[config.mk]
export PLATFORM = sky130hd
export DESIGN_NAME = aoi_sweep_controller
export DESIGN_NICKNAME = d
export VERILOG_FILES = /design/src/rtl/aoi_ctrl_pkg.sv /design/src/rtl/aoi_dwell_timer.sv /design/src/rtl/aoi_sweep_controller.sv
export SDC_FILE = /design/constraint.sdc
export NUM_CORES = 1
export LEC_CHECK = 0
export ABC_CLOCK_PERIOD_IN_PS = 1850
export CAP_MARGIN = 20
export CORE_MARGIN = 2
export CORE_UTILIZATION = 47
export CTS_CLUSTER_SIZE = 12
export DETAILED_ROUTE_END_ITERATION = 8
export PLACE_DENSITY = 0.75
export SETUP_SLACK_MARGIN = 0.3
export SLEW_MARGIN = 20
export SYNTH_ARGS = -nofsm -noshare
export SYNTH_HDL_FRONTEND = slang
export SYNTH_HIERARCHICAL = 1
export SYNTH_SLANG_ARGS = --single-unit
[constraint.sdc]
create_clock -name clk -period 1.85 [get_ports clk]
set_input_delay 0.4625 -clock clk [delete_from_list [all_inputs] [get_ports clk]]
set_output_delay 0.4625 -clock clk [all_outputs]
set_load 0.01 [all_outputs]
[src/rtl/aoi_ctrl_pkg.sv]
// -----------------------------------------------------------------------------
// aoi_ctrl_pkg
// Shared definitions for the AOI gate self-test sequencer:
//   - state_e       : sweep FSM states
//   - NUM_VEC       : number of input combinations swept (a,b,c,d -> 16)
//   - LAST_VEC      : index of the final vector in a sweep
//   - aoi_expected  : golden {e,f,g} for a 4-bit input vector
// Vector bit mapping: bit0=a, bit1=b, bit2=c, bit3=d.
// -----------------------------------------------------------------------------
package aoi_ctrl_pkg;

    typedef enum logic [1:0] {
        IDLE   = 2'd0,
        SETTLE = 2'd1,
        CHECK  = 2'd2,
        DONE   = 2'd3
    } state_e;

    localparam int         NUM_VEC  = 16;
    localparam logic [3:0] LAST_VEC = 4'(NUM_VEC - 1);

    // Golden model of the gate: e=a&b, f=c&d, g=~(e|f), packed as {e,f,g}.
    function automatic logic [2:0] aoi_expected(input logic [3:0] vec);
        logic e_v;
        logic f_v;
        logic g_v;
        e_v = vec[0] & vec[1];
        f_v = vec[2] & vec[3];
        g_v = ~(e_v | f_v);
        return {e_v, f_v, g_v};
    endfunction

endpackage

[src/rtl/aoi_dwell_timer.sv]
// -----------------------------------------------------------------------------
// aoi_dwell_timer
// Settle-time counter for the sweep sequencer. Counts enabled cycles from zero
// and flags the terminal count when DWELL cycles have elapsed (count DWELL-1).
// The count may step one past the terminal value on the cycle the parent
// leaves the settle phase, so the width covers 0..DWELL.
//
// Ports:
//   clk  in   rising-edge clock
//   rst  in   synchronous active-high reset
//   clr  in   synchronous clear to zero (has priority over en)
//   en   in   count enable
//   tc   out  terminal count reached (count == DWELL-1)
// -----------------------------------------------------------------------------
module aoi_dwell_timer #(
    parameter int  DWELL = 2,
    localparam int CNT_W = $clog2(DWELL + 1)
) (
    input  logic clk,
    input  logic rst,
    input  logic clr,
    input  logic en,
    output logic tc
);

    localparam logic [CNT_W-1:0] TC_VAL  = CNT_W'(DWELL - 1);
    localparam logic [CNT_W-1:0] CNT_ONE = CNT_W'(1);

    logic [CNT_W-1:0] cnt_q;
    logic [CNT_W-1:0] cnt_d;

    // Next count: clear wins over increment, otherwise hold.
    always_comb begin
        cnt_d = cnt_q;
        if (clr) begin
            cnt_d = '0;
        end else if (en) begin
            cnt_d = cnt_q + CNT_ONE;
        end else begin
            cnt_d = cnt_q;
        end
    end

    // Count register with synchronous reset.
    always_ff @(posedge clk) begin
        if (rst) begin
            cnt_q <= '0;
        end else begin
            cnt_q <= cnt_d;
        end
    end

    assign tc = (cnt_q == TC_VAL);

endmodule

[src/rtl/aoi_sweep_controller.sv]
// -----------------------------------------------------------------------------
// aoi_sweep_controller
// Self-test sequencer for an external four-input AOI gate. On start it walks
// all 16 input vectors (a fastest), holds each for DWELL settle cycles plus
// one check cycle, samples {e,f,g} on the check edge and compares against the
// golden function. Reports pass, number of failing vectors, and the index and
// observed outputs of the first failing vector.
//
// Parameters:
//   DWELL           settle cycles per vector, 1..255
// Ports:
//   clk             in   rising-edge clock
//   rst             in   synchronous active-high reset
//   start           in   begin a sweep (ignored while busy or with abort)
//   abort           in   cancel a running sweep, results discarded
//   a, b, c, d      out  gate inputs (vector bit0..bit3)
//   e, f, g         in   gate outputs under test
//   busy            out  sweep in progress
//   done            out  sweep complete, held until next start or reset
//   pass            out  done with zero mismatches
//   err_count       out  number of mismatching vectors, 0..16
//   first_fail      out  index of first mismatching vector, 0 if none
//   first_fail_obs  out  observed {e,f,g} at first_fail, 0 if none
// All outputs come straight from flops; e/f/g and start only reach them
// through the next-state logic.
// -----------------------------------------------------------------------------
module aoi_sweep_controller
    import aoi_ctrl_pkg::*;
#(
    parameter int DWELL = 2
) (
    input  logic       clk,
    input  logic       rst,
    input  logic       start,
    input  logic       abort,
    output logic       a,
    output logic       b,
    output logic       c,
    output logic       d,
    input  logic       e,
    input  logic       f,
    input  logic       g,
    output logic       busy,
    output logic       done,
    output logic       pass,
    output logic [4:0] err_count,
    output logic [3:0] first_fail,
    output logic [2:0] first_fail_obs
);

    state_e     state_q;
    state_e     state_d;
    logic [3:0] vec_q;
    logic [3:0] vec_d;
    logic [4:0] err_q;
    logic [4:0] err_d;
    logic [3:0] ff_q;
    logic [3:0] ff_d;
    logic [2:0] ffo_q;
    logic [2:0] ffo_d;
    logic [3:0] drive_q;
    logic [3:0] drive_d;
    logic       busy_q;
    logic       busy_d;
    logic       done_q;
    logic       done_d;
    logic       pass_q;
    logic       pass_d;

    logic       dwell_tc_s;
    logic       dwell_clr_s;
    logic       dwell_en_s;
    logic [2:0] obs_s;
    logic       mismatch_s;
    logic       go_s;

    // Settle counter only runs in SETTLE; it sits at zero everywhere else so
    // every entry into SETTLE begins a fresh dwell.
    assign dwell_en_s  = (state_q == SETTLE);
    assign dwell_clr_s = (state_q != SETTLE);

    aoi_dwell_timer #(
        .DWELL (DWELL)
    ) u_dwell_timer (
        .clk (clk),
        .rst (rst),
        .clr (dwell_clr_s),
        .en  (dwell_en_s),
        .tc  (dwell_tc_s)
    );

    assign obs_s      = {e, f, g};
    assign mismatch_s = (obs_s != aoi_expected(vec_q));
    // abort outranks start, so both together never launch a sweep.
    assign go_s       = start & ~abort;

    // Next-state and result-update logic.
    always_comb begin
        state_d = state_q;
        vec_d   = vec_q;
        err_d   = err_q;
        ff_d    = ff_q;
        ffo_d   = ffo_q;

        case (state_q)
            IDLE: begin
                if (go_s) begin
                    state_d = SETTLE;
                    vec_d   = 4'd0;
                    err_d   = 5'd0;
                    ff_d    = 4'd0;
                    ffo_d   = 3'd0;
                end else begin
                    state_d = IDLE;
                end
            end

            SETTLE: begin
                if (abort) begin
                    state_d = IDLE;
                    vec_d   = 4'd0;
                    err_d   = 5'd0;
                    ff_d    = 4'd0;
                    ffo_d   = 3'd0;
                end else if (dwell_tc_s) begin
                    state_d = CHECK;
                end else begin
                    state_d = SETTLE;
                end
            end

            CHECK: begin
                if (abort) begin
                    state_d = IDLE;
                    vec_d   = 4'd0;
                    err_d   = 5'd0;
                    ff_d    = 4'd0;
                    ffo_d   = 3'd0;
                end else begin
                    if (mismatch_s) begin
                        err_d = err_q + 5'd1;
                        // A zero count before this vector means it is the
                        // first failure of the sweep.
                        if (err_q == 5'd0) begin
                            ff_d  = vec_q;
                            ffo_d = obs_s;
                        end else begin
                            ff_d  = ff_q;
                            ffo_d = ffo_q;
                        end
                    end else begin
                        err_d = err_q;
                    end

                    if (vec_q == LAST_VEC) begin
                        state_d = DONE;
                    end else begin
                        state_d = SETTLE;
                        vec_d   = vec_q + 4'd1;
                    end
                end
            end

            DONE: begin
                if (go_s) begin
                    state_d = SETTLE;
                    vec_d   = 4'd0;
                    err_d   = 5'd0;
                    ff_d    = 4'd0;
                    ffo_d   = 3'd0;
                end else begin
                    state_d = DONE;
                end
            end

            default: begin
                state_d = IDLE;
                vec_d   = 4'd0;
                err_d   = 5'd0;
                ff_d    = 4'd0;
                ffo_d   = 3'd0;
            end
        endcase
    end

    // Output values are derived from the next state so that the registered
    // outputs line up with the state they describe.
    always_comb begin
        drive_d = 4'd0;
        busy_d  = 1'b0;
        done_d  = 1'b0;
        pass_d  = 1'b0;

        case (state_d)
            SETTLE, CHECK: begin
                drive_d = vec_d;
                busy_d  = 1'b1;
            end
            DONE: begin
                done_d = 1'b1;
                pass_d = (err_d == 5'd0);
            end
            IDLE: begin
                drive_d = 4'd0;
            end
            default: begin
                drive_d = 4'd0;
            end
        endcase
    end

    // State, result and output registers with synchronous reset.
    always_ff @(posedge clk) begin
        if (rst) begin
            state_q <= IDLE;
            vec_q   <= 4'd0;
            err_q   <= 5'd0;
            ff_q    <= 4'd0;
            ffo_q   <= 3'd0;
            drive_q <= 4'd0;
            busy_q  <= 1'b0;
            done_q  <= 1'b0;
            pass_q  <= 1'b0;
        end else begin
            state_q <= state_d;
            vec_q   <= vec_d;
            err_q   <= err_d;
            ff_q    <= ff_d;
            ffo_q   <= ffo_d;
            drive_q <= drive_d;
            busy_q  <= busy_d;
            done_q  <= done_d;
            pass_q  <= pass_d;
        end
    end

    assign a              = drive_q[0];
    assign b              = drive_q[1];
    assign c              = drive_q[2];
    assign d              = drive_q[3];
    assign busy           = busy_q;
    assign done           = done_q;
    assign pass           = pass_q;
    assign err_count      = err_q;
    assign first_fail     = ff_q;
    assign first_fail_obs = ffo_q;

endmodule

# Yosys cells after proc, flatten, opt, wreduce, memory -nomap -nowiden
# Cells that the tools add are included.
dict set report op_classes {
  n_addsub 3
  multipliers 0
  n_div 0
  order_cmp 0
  n_eq_ne 14
  shifts 0
  n_mux 31
  bitwise_logic 8
  n_reduce_logical 9
}
# op count
set ops {}
lappend ops {{two-way mux 4 bit} 9}
lappend ops {{case mux 4 bit (3 select lines)} 2}
lappend ops {{two-way mux 5 bit} 4}
lappend ops {{two-way mux 3 bit} 5}
lappend ops {{case mux 5 bit (3 select lines)} 1}
lappend ops {{zero test 5 bit} 2}
lappend ops {{two-way mux 2 bit} 5}
lappend ops {{OR reduction 2 bit} 5}
lappend ops {{case mux 3 bit (3 select lines)} 1}
lappend ops {{equality test 2 bit (second input constant)} 4}
lappend ops {{case mux 2 bit (4 select lines)} 1}
lappend ops {{equality test 2 x 1 -> 1 bit (second input constant)} 3}
lappend ops {{inequality test 3 bit (second input constant)} 2}
lappend ops {{adder 5 x 1 -> 5 bit (second input constant)} 1}
lappend ops {{adder 4 x 1 -> 4 bit (second input constant)} 1}
lappend ops {{equality test 4 bit (second input constant)} 1}
lappend ops {{inequality test 2 x 1 -> 1 bit (second input constant)} 2}
lappend ops {{inverter 1 bit} 4}
lappend ops {{AND reduction 4 bit} 1}
lappend ops {{bitwise AND 1 bit} 3}
lappend ops {{two-way mux 1 bit} 3}
lappend ops {{inequality test 3 bit} 1}
lappend ops {{adder 2 x 1 -> 2 bit (second input constant)} 1}
lappend ops {{zero test 2 bit} 1}
lappend ops {{other kinds (2)} 2}
dict set report totals {
  regBits 27
  latch_bits 0
  ram_bits 0
  rom_bits 0
  output_inout_bits 19
  memories 0
}

# Depth between registers and ports, before layout
dict set report depth {
  word_depth 8
  ltp_mapped 10
  depth_no_buf 10
}

# By module
# Netlist, hierarchy kept.
# module n_inst cells_per_inst area_per_inst_um2
set modules_own_cells {}
lappend modules_own_cells {aoi_sweep_controller 1 157 1377.6}
lappend modules_own_cells {aoi_dwell_timer 1 8 93.8}

# Worst setup path after synthesis
# No wires, ideal clock.
dict set report synth_timing {
  path_type {register to register}
  start {register vec_q[0]}
  end {register pass_q, in the netlist pass}
  t_arrival_ns 1.878
  required_time_ns 1.762
  setup_slack_ns -0.116
  path_stages_with_launch 9
  path_buffers 1
  synth_period_minus_slack_ns 1.966
  path_cell_list {dfxtp_1 ha_1 buf_4 xnor2_1 and4b_4 or4_4 o211ai_2 nand4_1 nor4_2}
}
dict set report synth_between {
  elab_chain_cells 8
  word_cells_on_any_way 15
  cone_classes {3 x eq/ne; 6 x mux; 4 x bitwise; 2 x reduce/logical}
}
# item line
set synth_lines {}
lappend synth_lines {{from (decl)} aoi_sweep_controller.sv:53} ;# logic [3:0] vec_q;
lappend synth_lines {{from (signal assigned)} aoi_sweep_controller.sv:226} ;# vec_q <= vec_d;
lappend synth_lines {{bitwise AND 1 bit} aoi_ctrl_pkg.sv:27} ;# e_v = vec[0] & vec[1];
lappend synth_lines {{bitwise OR 1 bit} aoi_ctrl_pkg.sv:29} ;# g_v = ~(e_v | f_v);
lappend synth_lines {{inverter 1 bit} aoi_ctrl_pkg.sv:29}
lappend synth_lines {{inequality test 3 bit} aoi_sweep_controller.sv:93} ;# assign mismatch_s = (obs_s != aoi_expected(vec_q));
lappend synth_lines {{two-way mux 5 bit} aoi_sweep_controller.sv:140} ;# if (mismatch_s) begin
lappend synth_lines {{two-way mux 5 bit} aoi_sweep_controller.sv:133} ;# if (abort) begin
lappend synth_lines {{case mux 5 bit (3 select lines)} aoi_sweep_controller.sv:105} ;# case (state_q)
lappend synth_lines {{zero test 5 bit} aoi_sweep_controller.sv:201} ;# pass_d = (err_d == 5'd0);
lappend synth_lines {{to (signal assigned)} aoi_sweep_controller.sv:233} ;# pass_q <= pass_d;
lappend synth_lines {{to (decl)} aoi_sweep_controller.sv:67} ;# logic pass_q;
# Parallel ways exist; a longest one is shown, timed or not.
# A chain may end at the register's enable or synchronous reset.

# Final worst setup path
dict set report layout_timing {
  start {register vec_q[0]}
  end {register ff_q[2], in the netlist first_fail[2]}
}
dict set report layout_between {
  elab_chain_cells 6
}
# item line
set layout_lines {}
lappend layout_lines {{bitwise AND 1 bit *} aoi_ctrl_pkg.sv:27}
lappend layout_lines {{bitwise OR 1 bit} aoi_ctrl_pkg.sv:29}
lappend layout_lines {{inverter 1 bit} aoi_ctrl_pkg.sv:29}
lappend layout_lines {{inequality test 3 bit *} aoi_sweep_controller.sv:93}
lappend layout_lines {{inequality test 3 bit (no source line) *} --}
lappend layout_lines {{AND reduction 4 bit (no source line) *} --}
lappend layout_lines {{to (signal assigned)} aoi_sweep_controller.sv:218} ;# ff_q <= 4'd0;
lappend layout_lines {{to (signal assigned)} aoi_sweep_controller.sv:228} ;# ff_q <= ff_d;
lappend layout_lines {{to (decl)} aoi_sweep_controller.sv:57} ;# logic [3:0] ff_q;
# Every way passes the cells marked *; elsewhere a longest branch is shown, timed or not.

==> impl_metrics.toml <==
[timing]
slew_violations = 0
fmax_ghz = 0.510
finClkSkew_ps = 3.71
tightest_slew_ps = 358
rsz0062_at_grt = "yes"
slew_headroom_pct = 75.9
tns_ps = -865
setup_viol = 11
setup_ws_ps = -110
finalHoldViolCount = 0
period_needed_ps = 1960
post-route-period-util_pct = 106

[synthesis]
syn_inst = 165
synth_seq_area_share_pct = 36.7
ys_async_sr_fraction_pct = 0
ys_ff_latch = 27
synth.largest_area_cell = "dfxtp_1"
postSynthAreaPerCell_um2 = 8.92
synth_edf_count = 0
synth_ff_type = "dfxtp_1"
synth_most_common_cell = "dfxtp_1"
yosys.area.top_type_share_pct = 36.7
synth_area_leaders = "dfxtp_1 37%, ha_1 7.7%, nor2_1 4.8%"
syn_nets = 181
synth_area_um2 = 1470
yosysUniqueCellTypes = 49
synth_warnings = 6
ys_top_cells_by_count = "27 x dfxtp_1, 19 x nor2_1, 10 x nor2b_1"

[worst_setup_path]
crit_chain = "ha_4, or3b_4, a21o_1, nand2_2, nor4_4, buf_4, a22oi_1, nor2_1"
cpMaxStageDelayCell = "or3b_4"
crit_required_ps = 2100
worstSetupPathType = "flip-flop to flip-flop"
arrival_ps = 2210
crit_path_end_kind = "flip-flop"
slowest_delay_ps = 400
crit_family = "simple AND/OR/NAND/NOR gates"
worst-path-max-fanout = 7
critPathLaunchType = "flip-flop"
critPathBufInv = 1

[cells_and_area]
drive_gt1_share_pct = 56.0
area_delta_synth_final_pct = 66.1
fillers = 170
final_area_um2 = 2440
regArea_um2 = 559
nets = 251
multi_input_area_um2 = 1170
diodes = 0

[floorplanning]
fp.dieH_um = 60.0
floorplan.initialDensity_pct = 49.0
core_area_um2 = 3000
ios = 26
die_area_um2 = 3590
fp-row-count = 20
die_w_um = 60.0

[routing]
drcViolationCount = 0
drt-initial-drc-count = 77
drt-wirelength-per-cell_um = 18.9
ant_nets = 0
via_per_inst = 5.93
vias = 1584
dr.pass1.iters = 4
drt-total-wl_um = 5040

[place]
hpwl_um = 2860
place_area_um2 = 2010
gp_congestion = 0.863
portBuffers = 25

[global_route]
overflow = 0
antenna_found_initial = 0
grt_pass1_vias = 1614
grt_max_degree = 17
grtUsageTotal_pct = 27.9
grt_first_pass_wirelength_um = 7540

[clocking]
tritoncts = "built"
clk-insertion-delay-late_ps = 340
numCtsBuffers = 3
cts_root_buf = "clkbuf_4"
cts_sinks = 27
clock_path_buffers = 2
clk_pin_slew_ps = 150
postCtsHoldBufs = 0
cts_htree_levels = 1

[pwr]
leakage_nw = 1.04
total_power_w = 0.00106
peakVddDrop_mv = 0.400
powerDensity_nw_per_um2 = 434

[run_status]
status = "finished with violations"
violations = "setup timing"

[job]
drv_cap = 0

[worst_hold_path]
hp-class = "flip-flop to flip-flop"
## cells by family (layout without fill, tap and decap cells)
group	count (synthesis)	after routing	synth area share, %
xor gates and xnor gates	2	2	1.19
buffers and inverters	16	85	5.02
and+or+nand+nor	74	74	29.8
AOI/OAI and AO/OA	37	37	19.6
DFF	27	27	36.7
adders and majority gates	9	9	7.65
## cells in the final DEF, fill, tap and decap left out, types with 2 or more instances in the layout
cell type       count
buf_4              37
dlygate4sd2_1      19
dfxtp_1            16
nor2_1             14
dfxtp_2             9
buf_6               9
nor2b_1             6
a22oi_2             6
nand2_1             6
nor3_2              5
inv_1               5
a21oi_1             5
nor2_2              4
ha_4                4
ha_1                4
inv_2               3
nor2b_4             3
a21oi_2             3
or4_4               3
nor3_1              3
and2_1              3
clkbuf_4            3
clkbuf_2            3
nand3_2             2
nand2b_4            2
nand3b_1            2
a21o_1              2
nand2_2             2
nand2b_1            2
nand3_1             2
a21oi_4             2
o21ai_1             2
a22oi_1             2
dlymetal6s2s_1      2
dfxtp_4             2
## registers in the layout (all words and copies together), names as in the netlist
signal and count:
pass 1, err_count 5, state_q 2, drive_q 4
vec_q 4, first_fail 4, done 1, u_dwell_timer/cnt_q 2
busy 1, first_fail_obs 3
## layout make-up
class | instances | share of cell area, %
repair buffers | 72 | 25.0
clock buffers | 3 | 0.922
clock inverters | 1 | 0.307
multi-input cells | 122 | 47.7
flip-flops and latches | 27 | 22.9
well taps | 33 | 1.69
inverters | 9 | 1.48
## path summary, 6_finish.rpt
kind / to / from / depth (start not counted) / slack (ps)
min: first_fail[3] / first_fail[3] / 2 / 530
max reg2reg: first_fail[2] / vec_q[0] / 8 / -110
max: first_fail[2] / vec_q[0] / 8 / -110
min reg2reg: first_fail[3] / first_fail[3] / 2 / 530
## timing repair
item,CTS,global route
resized for setup,73,36
endpoints found under the setup margin,42,28
buffers inserted,13,3
pin swaps,28,17
## layer usage
metal	vias to the layer above	GRT usage (%)	part of all wire (%)
met5	-	0	0
met2	50	46.7	53
met4	0	13.0	2.5
met3	11	4.55	2.8
met1	792	34.8	42
li1	731	-	-
## power by group
group	internal, W	switching [W]
Sequential	0.000582	0.00000209
Clock	0.0000832	0.000195
Combinational	0.0000979	0.0000997
## stage by stage
stage               setup WS, ps  cells  hold slack (ps)  utilization, %
floorplan                  -18.6    165              483               -
global placement            -593    247              483            66.8
detailed placement          -650    247              510            66.8
CTS                        -43.1    264              536            76.3
global route                -206    267              563            81.4
finish                      -110    267              534            81.4
## worst min-delay path: stages (launching register included)
cell	delay, ps
dfxtp_2	370
a22oi_2	50
nor2_1	90
No activity file was read; power rests on OpenSTA's default activity.
